[config.mk]
export PLATFORM = sky130hd
export DESIGN_NAME = sensors_acquire
export DESIGN_NICKNAME = d
export VERILOG_FILES = /design/src/rtl/sensors_acquire.sv
export SDC_FILE = /design/constraint.sdc
export NUM_CORES = 1
export LEC_CHECK = 0
export ABC_AREA = 1
export ABC_CLOCK_PERIOD_IN_PS = 1600
export BUFFER_PORTS_ARGS = -buffer_cell sky130_fd_sc_hd__clkbuf_2
export CORE_MARGIN = 2
export CORE_UTILIZATION = 50
export CTS_CLUSTER_DIAMETER = 50
export DETAILED_ROUTE_END_ITERATION = 10
export PLACE_DENSITY = 0.77
export SYNTH_ARGS = -nofsm -noshare
export SYNTH_HDL_FRONTEND = slang
export SYNTH_SLANG_ARGS = --single-unit
[constraint.sdc]
create_clock -name clk -period 1.6 [get_ports clk]
set_input_delay 0 -clock clk [delete_from_list [all_inputs] [get_ports clk]]
set_output_delay 0 -clock clk [all_outputs]
set_load 0.01 [all_outputs]
[src/rtl/sensors_acquire.sv]
`default_nettype none
// ============================================================================
// Module   : sensors_acquire
// Purpose  : Polls four distance sensors over a shared req/ack byte bus and
//            publishes all readings as one coherent frame (0 = timed out).
// Revision : 1.0 - initial release
// ============================================================================
module sensors_acquire #(
  parameter int TIMEOUT = 15,
  parameter int TW      = 8
) (
  input  logic       clk,
  input  logic       rst,
  input  logic       start,
  output logic       busy,
  output logic [1:0] sns_sel,
  output logic       sns_req,
  input  logic       sns_ack,
  input  logic [7:0] sns_data,
  output logic [7:0] sensor1,
  output logic [7:0] sensor2,
  output logic [7:0] sensor3,
  output logic [7:0] sensor4,
  output logic [3:0] timeout_mask,
  output logic       frame_valid
);

  typedef enum logic [1:0] {
    ST_IDLE = 2'd0,
    ST_REQ  = 2'd1,
    ST_WAIT = 2'd2
  } state_t;

  localparam logic [TW-1:0] TIMER_LAST = TW'(TIMEOUT - 1);

  state_t             state_q, state_d;
  logic [1:0]         sel_q, sel_d;
  logic [TW-1:0]      timer_q, timer_d;
  logic [2:0][7:0]    shadow_q, shadow_d;
  logic [2:0]         shmask_q, shmask_d;
  logic [3:0][7:0]    sensor_q, sensor_d;
  logic [3:0]         tmask_q, tmask_d;
  logic               fvalid_q, fvalid_d;

  logic               resolved;
  logic               timed_out;
  logic [7:0]         reading;

  // A response or an expired timer both close the current WAIT; ack has priority.
  assign resolved  = sns_ack || (timer_q == TIMER_LAST);
  assign timed_out = !sns_ack;
  assign reading   = sns_ack ? sns_data : 8'd0;

  always_comb begin
    state_d  = state_q;
    sel_d    = sel_q;
    timer_d  = timer_q;
    shadow_d = shadow_q;
    shmask_d = shmask_q;
    sensor_d = sensor_q;
    tmask_d  = tmask_q;
    fvalid_d = 1'b0;

    case (state_q)
      ST_IDLE: begin
        if (start) begin
          state_d  = ST_REQ;
          sel_d    = 2'd0;
          shadow_d = '0;
          shmask_d = '0;
        end
      end
      ST_REQ: begin
        state_d = ST_WAIT;
        timer_d = '0;
      end
      ST_WAIT: begin
        if (resolved) begin
          if (sel_q == 2'd3) begin
            // Last sensor bypasses the shadow so the frame lands in one edge.
            sensor_d = {reading, shadow_q[2], shadow_q[1], shadow_q[0]};
            tmask_d  = {timed_out, shmask_q};
            fvalid_d = 1'b1;
            sel_d    = 2'd0;
            state_d  = ST_IDLE;
          end else begin
            shadow_d[sel_q] = reading;
            shmask_d[sel_q] = timed_out;
            sel_d           = sel_q + 2'd1;
            state_d         = ST_REQ;
          end
        end else begin
          timer_d = timer_q + TW'(1);
        end
      end
      default: state_d = ST_IDLE;
    endcase
  end

  always_ff @(posedge clk) begin
    if (rst) begin
      state_q  <= ST_IDLE;
      sel_q    <= 2'd0;
      timer_q  <= '0;
      shadow_q <= '0;
      shmask_q <= '0;
      sensor_q <= '0;
      tmask_q  <= '0;
      fvalid_q <= 1'b0;
    end else begin
      state_q  <= state_d;
      sel_q    <= sel_d;
      timer_q  <= timer_d;
      shadow_q <= shadow_d;
      shmask_q <= shmask_d;
      sensor_q <= sensor_d;
      tmask_q  <= tmask_d;
      fvalid_q <= fvalid_d;
    end
  end

  assign busy         = (state_q != ST_IDLE);
  assign sns_req      = (state_q == ST_REQ);
  assign sns_sel      = sel_q;
  assign sensor1      = sensor_q[0];
  assign sensor2      = sensor_q[1];
  assign sensor3      = sensor_q[2];
  assign sensor4      = sensor_q[3];
  assign timeout_mask = tmask_q;
  assign frame_valid  = fvalid_q;

endmodule
`default_nettype wire

# After elaboration in Yosys (flattened, before gate mapping)
# Cells that the tools add are included.
# classes
n_addsub,2
multipliers,0
div,0
n_lt_le_gt_ge,2
n_eq_ne,8
n_shift,0
muxes,26
n_bitwise,2
reduce_logical,13
# ops
cell,count
24-bit two-way mux,3
24-bit case mux with 2 select lines,1
24-bit bitwise mux,1
8-bit two-way mux,3
8-bit demux with 2-bit select,1
8-bit case mux with 2 select lines,1
2-bit two-way mux,5
3-bit two-way mux,3
"8-bit by 1-bit adder with 8-bit output, second input constant",1
"8-bit by 4-bit equality test with 1-bit output, second input constant",1
"2-bit != test, second input constant",4
2-bit case mux with 3 select lines,1
3-bit case mux with 2 select lines,1
3-bit AND reduction,2
2-bit nonzero test,3
"2-bit equality test, second input constant",2
2-bit case mux with 2 select lines,1
2-bit AND reduction,2
4-bit AND reduction,1
3-bit bitwise mux,1
"2-bit by 3-bit less-than comparator with 1-bit output, second input constant",1
1-bit two-way mux,3
3-bit OR reduction,1
"2-bit by 1-bit adder with 2-bit output, second input constant",1
8 further kinds,9
# word_totals
reg_bits,76
latch_bits,0
ramBits,0
mem_bits_ro,0
inputBits,12
output_inout_bits,41
word_cells,66
n_memories,0

# Longest topological paths before layout
# depth
ltp_word,8
ltp_mapped,10
ltp_nobuf,10

# Worst setup path before layout
# No wires, ideal clock.
# synth_path
path_kind,flip-flop to flip-flop
start,"reg sel_q[0], in the netlist sns_sel[0]"
end,"reg sensor_q, in the netlist sensor1[2]"
setup_ns,0.070
arrival_time_ns,1.490
required_time_ns,1.530
setup_slack_ns,0.040
path_stages_with_launch,8
n_path_buf,2
period_less_slack_ns,1.560
cell_sequence,dfxtp_1 -> ha_1 -> nand2_1 -> nor2_1 -> buf_2 -> buf_1 -> nand3_1 -> a21oi_1
# synth_via
elab_chain_len,2
# synth_lines
item,line,rtl
"start, declared",37,"logic [1:0] sel_q, sel_d;"
"start signal, assigned",112,sel_q <= sel_d;
2-bit equality test,79,if (sel_q == 2'd3) begin
3-bit AND reduction (no source line),--,
"end signal, assigned",116,sensor_q <= sensor_d;
"end, declared",41,"logic [3:0][7:0] sensor_q, sensor_d;"
# Every way passes these cells.
# A chain may end at the register's enable or synchronous reset.

# Worst setup path after layout
# layout_path
start,reg timer_q[0]
end,reg shmask_q[1]
# layout_via
elab_chain_len,4
# layout_lines
item,line,rtl
"start, declared",38,"logic [TW-1:0] timer_q, timer_d;"
"start signal, assigned",113,timer_q <= timer_d;
8-bit by 4-bit equality test with 1-bit output,50,assign resolved = sns_ack || (timer_q == TIMER_LAST);
1-bit logical OR,50,
2-bit != test (no source line),--,
4-bit AND reduction (no source line),--,
"end signal, assigned",115,shmask_q <= shmask_d;
"end, declared",40,"logic [2:0] shmask_q, shmask_d;"
# Every way passes these cells.

==> out/metrics.yaml <==
ys_ff_latch: 76
syn_nets: 428
fin_area_sq_um: 3870
dieArea_sq_um: 6750
finalCriticalPeriod_ns: 1.59
maxCapViolCount: 0
arrival_ns: 1.88
grt_pass1_vias: 2655
yosys_warnings: 0
synthTopCellsByArea: "dfxtp_1 (50%), nand2_1 (16%), a21oi_1 (12%)"
max_stage_delay_ns: 0.32
post-route-period-util_pct: 99.5
synth_area_sq_um: 3050
vias: 2940
grt_pass1_wl_um: 12100
rsz0062_at_grt: "yes"
layout_common_cells: "nand2_1 (127), dfxtp_1 (74), a21oi_1 (64), clkbuf_2 (52), nand3_1 (36)"
seqPwrFrac_pct: 51.8
p_leak_nw: 1.54
die_h_um: 82.2
fin_nets: 502
place_area_sq_um: 3530
route.detailed.drc: 0
grtUsageTotal_pct: 23.9
relSlewSlack_pct: 72.7
dp_hpwl_um: 5240
critPathTopFamily: "simple AND/OR/NAND/NOR gates"
worstSetupPathType: "reg2reg"
clock.fmax_mhz: 628
skew_ns: 0.00515
final_util_pct: 65.3
root_buffer: "clkbuf_8"
syn_inst: 410
rows: 28
start_util_pct: 51.6
worst_pin_slew_ns: 0.409
yosysTopAreaCellShare_pct: 49.8
htree_num_levels: 3
clk_pin_slew_worst_paths_ns: 0.07
switchingPower_w: 0.000930
pre_cts_slack_ns: 0.0115
cp_slowest_cell: "dfxtp_2"
drv_slew: 0
hold_viol: 0
r2r_end: "shmask_q[1]"
drive_above_1_share_pct: 27.6
hold_path_startpoint: "sns_ack"
synth_area_leader_cell: "dfxtp_1"
syn_area_per_cell_sq_um: 7.45
antenna_found_initial: 0
synth_cell_types: 23
routed_via_density: 5.24
die_w_um: 82.2
coreArea_sq_um: 5920
startpoint_type: "flip-flop"
hold_end: "timeout_mask[3]"
whs_ns: 0.0318
p_per_area_nw_per_um2: 957
hp-class: "in2reg"
gp_congestion: 0.863
numPortBuffers: 52
cts_tree: "yes"
clk_latency_ns: 0.35
required_ns: 1.89
wl_per_cell_um: 13.6
holdPathStages: 3
clockBufferDepth: 2
switching_share_pct: 25.1
first_iter_violations: 222
ir_drop_mv: 0.581
cts_sinks: 76
status: "completed"
n_antenna_cell: 0
first_pass_iters: 5
cts_inserted_buffers: 9
setup_viol: 0
final_common_cell: "nand2_1"
grt_max_degree: 40
r2r_setup_slack_ns: 0.009
clkPwrFrac_pct: 37.8
io_pins: 53
seq_area_frac_synth_pct: 49.8
area_growth_pct: 26.6
cp_max_fo: 8
routed_wl_um: 7650
cp_cell_sequence: "inv_2 -> ha_4 -> nand2_2 -> nor2_2 -> nand2_2 -> nand3_4 -> nand3_4 -> nor2_4 -> nand2_1 -> a21oi_2"
grt-ovfl-total: 0
end_kind: "flip-flop"
r2r_cells: 10
worst-path-buf-inv: 1
worst_slack_ns: 0.00863
comb_power_share_pct: 10.4
intPower_w: 0.00277
final_antenna_net_count: 0
r2r_start: "timer_q[0]"
[cell usage after synthesis, drive strengths merged]
cell type / n
nor2: 22
a211oi: 1
nand3: 38
ha: 6
nand2: 133
or2: 3
inv: 28
nand4: 5
o21ai: 3
o211ai: 1
clkbuf: 10
dfxtp: 76
xor2: 1
buf: 10
a21oi: 72
nor3: 1
[sequential cells by signal (all words and copies together) (netlist names)]
register / flops
frame_valid: 1
sensor1: 8
sensor2: 8
sensor3: 8
sensor4: 8
shadow_q: 24
shmask_q: 3
sns_sel: 2
state_q: 2
timeout_mask: 4
timer_q: 8
[what timing repair did]
| item | CTS | global route |
|---|---|---|
| resized for setup | 1 | 34 |
| endpoints found under the hold margin | 3 | 0 |
| endpoints found under the setup margin | 4 | 74 |
| pin swaps | 0 | 12 |
| hold buffers | 3 | 0 |
| setup buffers | 0 | 2 |
[worst max path at each step]
stage / endpoint / cells after the start / slack (ns) / startpoint
after floorplan: sensor1[2] / 7 / 0.04 / sns_sel[0]
after global placement: shadow_q[15] / 9 / 0.06 / sns_sel[0]
after detailed placement: shadow_q[8] / 10 / 0.01 / timer_q[0]
after CTS: shadow_q[1] / 10 / 0.01 / timer_q[0]
after global routing: shadow_q[15] / 10 / -0.08 / timer_q[0]
final: shmask_q[1] / 10 / 0.009 / timer_q[0]
[routing by layer]
metal  vias to the layer above  wire length, um  track usage [%]
met2                        89             3750             40.7
met4                         0              150             10.7
met3                        17              449             5.22
li1                       1478                -                -
met1                      1356             3300             29.1
met5                         -                0                0
[cells by family after synthesis]
group                      synth area share, %
AOI/OAI and AO/OA                         12.8
adders and majority gates                 2.46
DFF                                       49.8
and+or+nand+nor                           28.2
buffers and inverters                     6.43
xor gates and xnor gates                 0.287
[tightest hold or removal path, cell delays in order]
cell and delay [ns]:
clkbuf_2 0.09, buf_4 0.17, a211oi_1 0.08
[cell type report]
type	count	area, sq um
Inverter	28	105
Clock inverter	3	40.0
Multi-Input combinational cell	286	1440
Clock buffer	10	138
Timing Repair Buffer	83	528
Fill cell	525	2050
Sequential cell	76	1520
Tap cell	75	93.8
[power by group through the flow]
stage	Sequential [W]	Combinational, W	Clock [W]
floorplan	0.00196	0.000191	0
detailed placement	0.00196	0.000342	0
global route	0.00192	0.000419	0.00150
CTS	0.00192	0.000352	0.00141
global placement	0.00196	0.000340	0
finish	0.00192	0.000385	0.00140
[metrics by stage]
| stage | std cells | power [W] | TNS (ns) |
|---|---|---|---|
| 6_report | 561 | 0.00370 | 0 |
| 5_1_grt | 561 | 0.00384 | -0.901 |
| 4_1_cts | 559 | 0.00368 | 0 |
| 3_5_place_dp | 543 | 0.00230 | 0 |
| 3_3_place_gp | 543 | 0.00230 | 0 |
| 2_1_floorplan | 410 | 0.00215 | 0 |
(Power assumes the default switching activity.)
